## src/rtl/cpu_controller.sv

```systemverilog
// cpu_controller: 8-phase sequencing FSM for the 8-bit accumulator CPU.
// Decodes (phase, opcode, zero, halted) into the datapath strobes.
// Optional build macro CTRL_HALT_RESUME_EN adds a `resume` input that
// releases a halted CPU into phase 5, so the HLT completes as a no-op.
module cpu_controller (
    input  logic       clk,
    input  logic       rst,
`ifdef CTRL_HALT_RESUME_EN
    input  logic       resume,
`endif
    input  logic [2:0] opcode,
    input  logic       zero,
    output logic       sel,
    output logic       rd,
    output logic       wr,
    output logic       ld_ir,
    output logic       inc_pc,
    output logic       ld_pc,
    output logic       ld_ac,
    output logic       data_e,
    output logic       halt,
    output logic [2:0] phase
);

    localparam int unsigned OPC_W   = 3;
    localparam int unsigned PHASE_W = 3;

    localparam logic [OPC_W-1:0] OP_HLT = 3'b000;
    localparam logic [OPC_W-1:0] OP_SKZ = 3'b001;
    localparam logic [OPC_W-1:0] OP_ADD = 3'b010;
    localparam logic [OPC_W-1:0] OP_AND = 3'b011;
    localparam logic [OPC_W-1:0] OP_XOR = 3'b100;
    localparam logic [OPC_W-1:0] OP_LDA = 3'b101;
    localparam logic [OPC_W-1:0] OP_STO = 3'b110;
    localparam logic [OPC_W-1:0] OP_JMP = 3'b111;

    typedef enum logic [PHASE_W-1:0] {
        PH_INST_ADDR  = 3'd0,
        PH_INST_FETCH = 3'd1,
        PH_INST_LOAD  = 3'd2,
        PH_IDLE       = 3'd3,
        PH_OP_ADDR    = 3'd4,
        PH_OP_FETCH   = 3'd5,
        PH_ALU_OP     = 3'd6,
        PH_STORE      = 3'd7
    } phase_e;

    phase_e phase_q;
    logic   halted_q;

    logic is_hlt;
    logic is_skz;
    logic is_aluop;
    logic is_sto;
    logic is_jmp;

    // Opcode classification; any unmatched encoding decodes to no class.
    always_comb begin
        is_hlt   = 1'b0;
        is_skz   = 1'b0;
        is_aluop = 1'b0;
        is_sto   = 1'b0;
        is_jmp   = 1'b0;
        case (opcode)
            OP_HLT:                         is_hlt   = 1'b1;
            OP_SKZ:                         is_skz   = 1'b1;
            OP_ADD, OP_AND, OP_XOR, OP_LDA: is_aluop = 1'b1;
            OP_STO:                         is_sto   = 1'b1;
            OP_JMP:                         is_jmp   = 1'b1;
            default: ;
        endcase
    end

    // Phase counter and halted flag; HLT at OP_ADDR freezes the phase at 4.
    always_ff @(posedge clk) begin
        if (rst) begin
            phase_q  <= PH_INST_ADDR;
            halted_q <= 1'b0;
        end else if (halted_q) begin
`ifdef CTRL_HALT_RESUME_EN
            if (resume) begin
                halted_q <= 1'b0;
                phase_q  <= PH_OP_FETCH;
            end
`endif
        end else if (phase_q == PH_OP_ADDR && is_hlt) begin
            halted_q <= 1'b1;
        end else begin
            phase_q <= phase_e'(phase_q + PHASE_W'(1));
        end
    end

    // Strobe decode; reset cycle forces reset values so no partial write escapes.
    always_comb begin
        sel    = 1'b0;
        rd     = 1'b0;
        wr     = 1'b0;
        ld_ir  = 1'b0;
        inc_pc = 1'b0;
        ld_pc  = 1'b0;
        ld_ac  = 1'b0;
        data_e = 1'b0;
        halt   = 1'b0;
        if (rst) begin
            sel = 1'b1;
        end else if (halted_q) begin
            halt = 1'b1;
        end else begin
            case (phase_q)
                PH_INST_ADDR: begin
                    sel = 1'b1;
                end
                PH_INST_FETCH: begin
                    sel = 1'b1;
                    rd  = 1'b1;
                end
                PH_INST_LOAD, PH_IDLE: begin
                    sel   = 1'b1;
                    rd    = 1'b1;
                    ld_ir = 1'b1;
                end
                PH_OP_ADDR: begin
                    inc_pc = 1'b1;
                    halt   = is_hlt;
                end
                PH_OP_FETCH: begin
                    rd = is_aluop;
                end
                PH_ALU_OP: begin
                    rd     = is_aluop;
                    inc_pc = is_skz && zero;
                    ld_pc  = is_jmp;
                    data_e = is_sto;
                end
                PH_STORE: begin
                    rd     = is_aluop;
                    ld_ac  = is_aluop;
                    ld_pc  = is_jmp;
                    inc_pc = is_jmp;
                    wr     = is_sto;
                    data_e = is_sto;
                end
                default: ;
            endcase
        end
    end

    assign phase = phase_q;

`ifndef SYNTHESIS
    // Memory read and write must never be requested together.
    rd_wr_exclusive: assert property (@(posedge clk) !(rd && wr));
`endif

endmodule

```

## config.mk

```make
export PLATFORM = sky130hd
export DESIGN_NAME = cpu_controller
export DESIGN_NICKNAME = d
export VERILOG_FILES = /design/src/rtl/cpu_controller.sv
export SDC_FILE = /design/constraint.sdc
export NUM_CORES = 1
export LEC_CHECK = 0
export ABC_AREA = 1
export BUFFER_PORTS_ARGS = -buffer_cell sky130_fd_sc_hd__buf_2
export CAP_MARGIN = 10
export CELL_PAD_IN_SITES_DETAIL_PLACEMENT = 1
export CELL_PAD_IN_SITES_GLOBAL_PLACEMENT = 1
export CORE_MARGIN = 2
export CORE_UTILIZATION = 30
export CTS_CLUSTER_DIAMETER = 200
export DETAILED_ROUTE_END_ITERATION = 16
export PLACE_DENSITY = 0.8
export SETUP_SLACK_MARGIN = 0.2
export SYNTH_ARGS = -nofsm -noshare
export SYNTH_HDL_FRONTEND = slang
export SYNTH_SLANG_ARGS = --single-unit
```

## constraint.sdc

```tcl
create_clock -name clk -period 2.9 [get_ports clk]
set_input_delay 0.145 -clock clk [delete_from_list [all_inputs] [get_ports clk]]
set_output_delay 0.145 -clock clk [all_outputs]
set_load 0.01 [all_outputs]
```

==> results.yml <==
outcome:
  status: "complete, no violations"
yosys:
  synth_nets: 76
  synth_area_per_cell_sq_um: 6.26
  yosysTopAreaCellShare_pct: 20.0
  synth_edf_count: 0
  yosysWarnings: 0
  synth_area_leader_cell: "dfxtp_1"
  synthTopCellsByCount: "14 x nand2_1, 10 x nor2_1, 8 x inv_1"
  yosysMostFrequentCell: "nand2_1"
  synth_top_family_by_area: "simple AND/OR/NAND/NOR gates"
  synthSimpleGateAreaFrac_pct: 41.9
  synth.yosys.seq_area_share_pct: 20.0
  synth-main-ff-cell: "dfxtp_1"
  synth_seq_cells: 4
  synth_fa_ha_area_share_pct: 18.8
  ys_types: 17
  yosys-top-cells-area: "dfxtp_1 20%, ha_1 19%, nand2_1 13%"
  syn_area_sq_um: 400
  synth.area.mux_share_pct: 0
  synthArstFlopShare_pct: 0
  synth_compound_area_share_pct: 10.0
  synth_xor_area_share_pct: 0
  synthCells: 64
placement:
  dpl.hpwl_um: 858
  dpl_worst_slack_ns: 1.45
  routabilityCongestion: 0.739
  port_buffers: 17
pwr:
  power_report.internal_total_uw: 134
  clockPowerShare_pct: 33.1
  cellPowerDensity_nw_per_um2: 392
  p_seq_share_pct: 33.7
  irDropWorstVdd_uv: 199
  share_comb_of_total_power_pct: 33.2
  swShare_pct: 35.0
  p_leak_nw: 0.294
  switching_power_uw: 72.2
drt:
  routed_wl_um: 1110
  route.detailed.drc: 0
  wl_per_cell_um: 11.2
  drtIter0Drc: 3
  drtPass1Iterations: 4
  wl_met2_um: 512
  vias_per_cell: 4.77
  met1Wirelength_um: 548
  ant_nets: 0
  highest_layer: "met3"
  routed-wl-met3_um: 44
  via_count: 472
floorplanning:
  dieArea_sq_um: 1640
  die_y_um: 40.5
  die_w_um: 40.5
  rows: 13
  core-area_sq_um: 1270
  io_pins: 18
  start_util_pct: 31.6
clock_network:
  clk_path_buf_depth: 2
  cts_resized: 0
  clk_pin_slew_ns: 0.04
  cts_setup_buffers: 0
  cts_sinks: 4
  insertion_delay_ns: 0.23
  ctsHtreeMaxLevel: 1
  cts_hold_buf: 0
  cts_tree: "done"
  cts-root-buf: "clkbuf_4"
  cts_buffers: 3
setup_path:
  ff2ff_setup_slack_ns: 1.57
  critPathLaunchType: "register"
  cp_max_fo: 6
  crit_family: "flip-flops"
  max_stage_delay_ns: 0.43
  cp-end-kind: "primary output"
  path_class: "register to primary output"
  cp_common_cell: "ha_1"
  worstRegToRegCells: 8
  cp_slowest_cell: "dfxtp_1"
  path_buf_inv: 2
  path_cells: "ha_1 -> ha_1 -> inv_1 -> nor4_1 -> buf_2"
  worst-path-stages: 5
  r2r-end: "phase[1]$_SDFFE_PP0P_"
  endpoint: "ld_ac"
  timing.rr.start: "phase[0]$_SDFFE_PP0P_"
  cp.required_ns: 2.76
  cp_data_arrival_time_ns: 1.60
  critPathLaunch: "phase[0]$_SDFFE_PP0P_"
layout:
  drive_gt1_share_pct: 31.0
  num_antenna_cells: 0
  nFillCells: 184
  area_growth_pct: 31.6
  finalNetCount: 98
timing:
  hold_violations: 0
  setup_viol: 0
  tns_ns: 0
  fin_crit_sh_pct: 60.0
  fin_worst_skew_ns: 0.00224
  maxSlewHeadroom_pct: 79.5
  layout_setup_ws_ns: 1.16
  rsz0062_at_grt: "no"
  tightest_slew_ns: 0.307
  timing.fmax_mhz: 575
  period_needed_ns: 1.74
  slew_viol_final: 0
min_path:
  hold_path_class: "input pin to register"
grt:
  grt_pass1_wl_um: 1790
  grt_usage_pct: 17.1
  grt_pass1_vias: 438
  antenna_found_initial: 0
  grt_max_degree: 10
  grt.overflow.total: 0
job:
  drv_cap: 0
-- flip-flops by register name (all words and copies together), names as in the netlist --
| signal | flops |
|---|---|
| halted_q | 1 |
| phase | 3 |
-- worst min-delay path by stage --
| stage | startpoint | depth (start not counted) | slack (ns) | to |
|---|---|---|---|---|
| 2_1_floorplan | rst | 1 | 0.21 | halted_q$_SDFF_PP0_ |
| 3_3_place_gp | rst | 2 | 0.36 | halted_q$_SDFF_PP0_ |
| 3_5_place_dp | rst | 2 | 0.36 | halted_q$_SDFF_PP0_ |
| 4_1_cts | rst | 2 | 0.11 | halted_q$_SDFF_PP0_ |
| 5_1_grt | rst | 2 | 0.12 | halted_q$_SDFF_PP0_ |
| 6_report | rst | 2 | 0.12 | halted_q$_SDFF_PP0_ |
-- layout by cell type (no fill, tap or decap) --
cell type  count
dfxtp_1        4
buf_2         17
nor2_1        10
nand2_2        1
clkbuf_4       3
nand3_1        3
o21ai_0        2
nor3_1         2
inv_1          8
ha_1           6
a21oi_1        6
nor2_4         1
nor3_2         1
nand2_1       14
inv_2          2
nor2_2         1
or2_1          1
nand4_1        1
nor4_1         1
-- stage by stage --
stage	area [sq um]	std cells	total power, mW	hold WS (ns)	util, %
after global placement	504	96	0.135	0.358	39.7
after global routing	527	99	0.225	0.122	41.5
after floorplan	400	64	0.111	0.214	-
final	527	99	0.206	0.116	41.5
after detailed placement	504	96	0.139	0.358	39.7
after CTS	527	99	0.211	0.106	41.5
-- metal layers --
layer  GRT usage (%)  vias up
li1                -      245
met1            20.1      216
met2            27.0       11
met3            3.33        0
met4            12.5        0
met5               0        -
-- cell families (layout without fill, tap and decap cells) --
group	Yosys count	count (layout)
DFF	4	4
buffers and inverters	10	30
adders and majority gates	6	6
and+or+nand+nor	36	36
AOI/OAI and AO/OA	8	8
-- power groups by stage --
stage / sequential, mW / combinational [mW] / clock (mW)
after floorplan: 0.0706 / 0.0406 / 0
after global placement: 0.0696 / 0.0654 / 0
after detailed placement: 0.0700 / 0.0686 / 0
after CTS: 0.0693 / 0.0690 / 0.0731
after global routing: 0.0708 / 0.0792 / 0.0755
final: 0.0695 / 0.0685 / 0.0683
-- worst reg2reg max path: stages, from the launching register on --
cell	delay, ns
dfxtp_1	0.43
inv_1	0.10
ha_1	0.24
nand2_1	0.09
nor2_2	0.04
nand2_2	0.11
nand3_1	0.10
nand2_1	0.08
nor2_1	0.04
-- cell type report --
class / count / area (sq um) / area share, %
Timing Repair Buffer: 17 / 85.1 / 16.2
Multi-Input combinational cell: 50 / 283 / 53.7
Sequential cell: 4 / 80.1 / 15.2
Clock buffer: 3 / 22.5 / 4.28
Tap cell: 15 / 18.8 / 3.56
Inverter: 10 / 37.5 / 7.13
Power figures use the tool's default switching activity.
